`src/rtl/alu_req_arbiter.sv`:
```
// -----------------------------------------------------------------------------
// alu_req_arbiter
//
// Shares one external combinational ALU between two requesters with
// round-robin arbitration. One request is accepted at a time. Its opcode is
// decoded and registered onto alu_op, and its operands onto alu_a and alu_b.
// One cycle later the ALU result is captured and returned on a single
// response channel, tagged with the requester id.
//
// Ports:
//   clk, rst                      rising-edge clock, synchronous active-high reset
//   req0_* / req1_*               valid/ready request channels (opcode, a, b)
//   alu_op, alu_a, alu_b          registered ALU inputs; they hold when idle
//   alu_result                    combinational ALU result
//   rsp_valid/ready, rsp_id,      response channel; the result and flags are
//   rsp_result, rsp_illegal         held until the consumer takes them
//   illegal_count                 saturating count of accepted undefined opcodes
// -----------------------------------------------------------------------------
module alu_req_arbiter #(
  parameter int DATA_WIDTH = 8,
  parameter int OP_WIDTH   = 4
) (
  input  logic                  clk,
  input  logic                  rst,

  input  logic                  req0_valid,
  output logic                  req0_ready,
  input  logic [OP_WIDTH-1:0]   req0_opcode,
  input  logic [DATA_WIDTH-1:0] req0_a,
  input  logic [DATA_WIDTH-1:0] req0_b,

  input  logic                  req1_valid,
  output logic                  req1_ready,
  input  logic [OP_WIDTH-1:0]   req1_opcode,
  input  logic [DATA_WIDTH-1:0] req1_a,
  input  logic [DATA_WIDTH-1:0] req1_b,

  output logic [3:0]            alu_op,
  output logic [DATA_WIDTH-1:0] alu_a,
  output logic [DATA_WIDTH-1:0] alu_b,
  input  logic [DATA_WIDTH-1:0] alu_result,

  output logic                  rsp_valid,
  input  logic                  rsp_ready,
  output logic                  rsp_id,
  output logic [DATA_WIDTH-1:0] rsp_result,
  output logic                  rsp_illegal,
  output logic [7:0]            illegal_count
);

  typedef enum logic [1:0] {
    IDLE = 2'd0,
    EXEC = 2'd1,
    RESP = 2'd2
  } state_t;

  state_t state;
  logic   prio;       // 0: req0 wins a tie, 1: req1 wins a tie
  logic   id_q;       // id of the op currently in the ALU
  logic   illegal_q;  // decode flag of the op currently in the ALU

  logic                  grant;
  logic                  accept;
  logic [OP_WIDTH-1:0]   sel_opcode;
  logic [DATA_WIDTH-1:0] sel_a;
  logic [DATA_WIDTH-1:0] sel_b;
  logic [3:0]            dec_op;
  logic                  dec_illegal;

  // Grant selection and opcode decode of the granted request.
  always_comb begin
    // NOTE: every signal gets a default first so that no path through this
    // block leaves it unassigned, which would otherwise infer a latch.
    grant       = 1'b0;
    dec_op      = 4'd0;
    dec_illegal = 1'b1;

    if (req0_valid && req1_valid) begin
      grant = prio;
    end else if (req1_valid) begin
      grant = 1'b1;
    end

    accept     = (state == IDLE) && (req0_valid || req1_valid);
    sel_opcode = grant ? req1_opcode : req0_opcode;
    sel_a      = grant ? req1_a      : req0_a;
    sel_b      = grant ? req1_b      : req0_b;

    // Opcodes 0..5 map one-to-one onto ALU codes; anything else runs as ADD.
    if (sel_opcode <= OP_WIDTH'(5)) begin
      dec_op      = 4'(sel_opcode);
      dec_illegal = 1'b0;
    end
  end

  assign req0_ready = (state == IDLE) && req0_valid && !grant;
  assign req1_ready = (state == IDLE) && req1_valid &&  grant;

  always_ff @(posedge clk) begin
    // NOTE: state registers use non-blocking assignments so that every
    // register samples the values from before this edge, whatever the order
    // of the statements.
    if (rst) begin
      state         <= IDLE;
      prio          <= 1'b0;
      id_q          <= 1'b0;
      illegal_q     <= 1'b0;
      alu_op        <= 4'd0;
      alu_a         <= '0;
      alu_b         <= '0;
      rsp_valid     <= 1'b0;
      rsp_id        <= 1'b0;
      rsp_result    <= '0;
      rsp_illegal   <= 1'b0;
      illegal_count <= 8'd0;
    end else begin
      case (state)
        IDLE: begin
          // alu_* are written only on acceptance, so the ALU inputs stay
          // quiet while nothing is requested.
          if (accept) begin
            alu_op    <= dec_op;
            alu_a     <= sel_a;
            alu_b     <= sel_b;
            id_q      <= grant;
            illegal_q <= dec_illegal;
            prio      <= ~grant;
            if (dec_illegal && (illegal_count != 8'hFF)) begin
              illegal_count <= illegal_count + 8'd1;
            end
            state <= EXEC;
          end
        end

        EXEC: begin
          rsp_result  <= alu_result;
          rsp_id      <= id_q;
          rsp_illegal <= illegal_q;
          rsp_valid   <= 1'b1;
          state       <= RESP;
        end

        RESP: begin
          if (rsp_ready) begin
            rsp_valid <= 1'b0;
            state     <= IDLE;
          end
        end

        default: state <= IDLE;
      endcase
    end
  end

endmodule

```
`config.mk`:
```
export PLATFORM = sky130hd
export DESIGN_NAME = alu_req_arbiter
export DESIGN_NICKNAME = d
export VERILOG_FILES = /design/src/rtl/alu_req_arbiter.sv
export SDC_FILE = /design/constraint.sdc
export NUM_CORES = 1
export LEC_CHECK = 0
export BUFFER_PORTS_ARGS = -buffer_cell sky130_fd_sc_hd__buf_2
export CAP_MARGIN = 0
export CORE_MARGIN = 8
export CORE_UTILIZATION = 40
export DETAILED_ROUTE_END_ITERATION = 7
export GPL_TIMING_DRIVEN = 0
export MAX_ROUTING_LAYER = met4
export PLACE_DENSITY = 0.83
export SYNTH_ARGS = -nofsm -noshare
export SYNTH_HDL_FRONTEND = slang
export SYNTH_SLANG_ARGS = --single-unit
```
`constraint.sdc`:
```
create_clock -name clk -period 5 [get_ports clk]
set_input_delay 0.5 -clock clk [delete_from_list [all_inputs] [get_ports clk]]
set_output_delay 0.5 -clock clk [all_outputs]
set_load 0.1 [all_outputs]
```
==> flow_metrics.env <==
export IMPL_status="completed"
export IMPL_routabilityCongestion=0.841
export IMPL_cts_root_buffer="clkbuf_8"
export IMPL_ys_seq_area_share_pct=47.6
export IMPL_grt_first_pass_wirelength_um=9340
export IMPL_cp_end_kind="output pin"
export IMPL_die_h_um=84.0
export IMPL_row_count=24
export IMPL_cp_num_cells=5
export IMPL_rsz0062_at_grt="no"
export IMPL_synth_edf_count=0
export IMPL_cts_hold_buf=0
export IMPL_power_density_nw_per_um2=415
export IMPL_path_clk_slew_ps=80
export IMPL_routed_wl_um=5750
export IMPL_initial_core_util_pct=42.0
export IMPL_layout_min_cycle_time_ps=2480
export IMPL_synth_common_cells="44 x dfxtp_1, 41 x nand2_1, 29 x nor2_1, 22 x a21oi_1, 17 x nand3_1"
export IMPL_routedWlPerCell_um=15.2
export IMPL_drv_slew=0
export IMPL_synth_top_area_cell="dfxtp_1"
export IMPL_leakagePower_nw=1.16
export IMPL_fillers=418
export IMPL_cts_tree="built"
export IMPL_syn_area_per_cell_um2=8.16
export IMPL_drc=0
export IMPL_whs_path_depth=3
export IMPL_vdd_drop_max_uv=179
export IMPL_area_growth_pct=34.2
export IMPL_syn_nets=281
export IMPL_worstPathBufferInverterCount=3
export IMPL_worstSkewPairLatency_ps=290
export IMPL_fin_crit_sh_pct=49.6
export IMPL_grt_pass1_vias=1922
export IMPL_crit_chain="buf_2 > clkbuf_1 > nand2_1 > nor2_1 > buf_2"
export IMPL_netlist_instances=227
export IMPL_core_area_um2=4410
export IMPL_finalHoldViolCount=0
export IMPL_synth_most_common_cell="dfxtp_1"
export IMPL_crit_arrival_ps=1980
export IMPL_drt_iter0_markers=153
export IMPL_fin_skew_ps=3.69
export IMPL_synth_distinct_cells=37
export IMPL_synthFlopType="dfxtp_1"
export IMPL_max_freq_ghz=0.403
export IMPL_postCtsSetupBuffers=0
export IMPL_cp_slowest_cell="buf_2"
export IMPL_worst_slew_pin_transition_ps=485
export IMPL_dieWidth_um=84.0
export IMPL_synth_top_area_share_pct=47.6
export IMPL_nets=380
export IMPL_ys_seq_elements=44
export IMPL_critPathTopFamily="buffers and inverters"
export IMPL_h_tree_depth=2
export IMPL_timing_setup_tns_ps=0
export IMPL_avgViaCountPerCell=5.37
export IMPL_yosys_warnings=0
export IMPL_setup_violations=0
export IMPL_pin_count=94
export IMPL_vias=2035
export IMPL_crit_path_frequent_cell="buf_2"
export IMPL_async_flop_share_pct=0
export IMPL_diodes=0
export IMPL_track_usage_pct=16.2
export IMPL_synthesis_area_um2=1850
export IMPL_post_dp_hpwl_um=4480
export IMPL_crit_required_ps=4500
export IMPL_worstSetupStartpointType="input port"
export IMPL_path_max_fanout=10
export IMPL_maxCapViolCount=0
export IMPL_slowest_delay_ps=490
export IMPL_antenna_found_initial=0
export IMPL_r2r_cells=6
export IMPL_cts_sinks=44
export IMPL_slew_headroom_pct=67.4
export IMPL_cts_resized=0
export IMPL_critical_path_class="input port to output pin"
export IMPL_layout_drive_gt1_share_pct=33.3
export IMPL_synth_area_leaders="dfxtp_1 48%, nand2_1 8.3%, a311oi_1 6.6%"
export IMPL_overflow=0
export IMPL_die_area_um2=7060
export IMPL_portBuffers=92
export IMPL_ant_nets=0
export IMPL_dr_pass1_iters=4
export IMPL_grt_max_degree=14
export IMPL_cts_buffers=5
export IMPL_hp_class="input port to register"
export IMPL_fin_util_pct=56.3
export IMPL_clockBufferDepth=2
-- sequential cells by signal, summed over array words and instances, names as in the netlist --
signal,flops
alu_a,8
alu_b,8
illegal_count,8
rsp_result,8
alu_op,4
state,2
id_q,1
illegal_q,1
prio,1
rsp_id,1
rsp_illegal,1
rsp_valid,1
-- layout by cell type (no fill, tap or decap), drive strengths merged, types with 2 or more instances in the layout --
cell type	count
buf	93
dfxtp	44
nand2	41
nor2	29
a21oi	22
clkbuf	21
nand3	18
a311oi	14
nor3	5
and3	5
o21ai	3
a221oi	3
or2	3
nor2b	2
nand4	2
a222oi	2
-- final cells by class --
class / instances / area [µm²] / area share [%]
clock inverters: 2 / 35.0 / 1.41
repair buffers: 92 / 460 / 18.5
well taps: 52 / 65.1 / 2.62
plain buffers: 16 / 61.3 / 2.47
inverters: 1 / 3.75 / 0.151
flip-flops and latches: 44 / 881 / 35.4
multi-input cells: 166 / 906 / 36.5
clock buffers: 6 / 72.6 / 2.92
-- final timing paths --
check,startpoint,endpoint,slack (ps)
setup / recovery,req1_valid,req1_ready,2520
hold reg to reg,rsp_result[3],rsp_result[3],450
setup reg to reg,illegal_count[0],illegal_count[7],3070
hold / removal,alu_result[4],rsp_result[4],440
-- cells by family after synthesis --
group	share of synthesized area, %
flops	47.6
buf+inv	3.51
compound gates	20.4
fa+ha+maj	0.676
simple gates	27.4
xor+xnor	0.473
-- worst reg2reg max path: stages (launching register included) --
cell and delay [ps]:
dfxtp_1 350, ha_1 230, and3_1 230, a211oi_2 230
nand3_2 170, or4_1 500, a21oi_1 150
-- through the flow --
step	hold WS, ps	power [mW]	worst slack [ps]	cell area [µm²]	instances
2_1_floorplan	432	0.696	2180	1850	227
3_3_place_gp	440	0.765	2540	2380	371
3_5_place_dp	444	0.770	2540	2380	371
4_1_cts	435	1.04	2540	2480	379
5_1_grt	437	1.08	2410	2480	379
6_report	439	1.03	2520	2480	379
-- where the power goes --
part	leakage, nW	internal, mW	switching [mW]
sequential	0.361	0.381	0.0169
clock	0.0552	0.148	0.121
combinational	0.746	0.0727	0.291
total	1.16	0.602	0.429
-- per-layer routing --
| metal | up-vias | GRT usage [%] | share of wire (%) |
|---|---|---|---|
| met1 | 940 | 19.3 | 41 |
| met4 | 0 | 7.54 | 2.6 |
| met2 | 68 | 24.9 | 50 |
| met5 | - | - | 0 |
| li1 | 1011 | - | - |
| met3 | 16 | 4.30 | 6.1 |
Power figures use the tool's default switching activity.
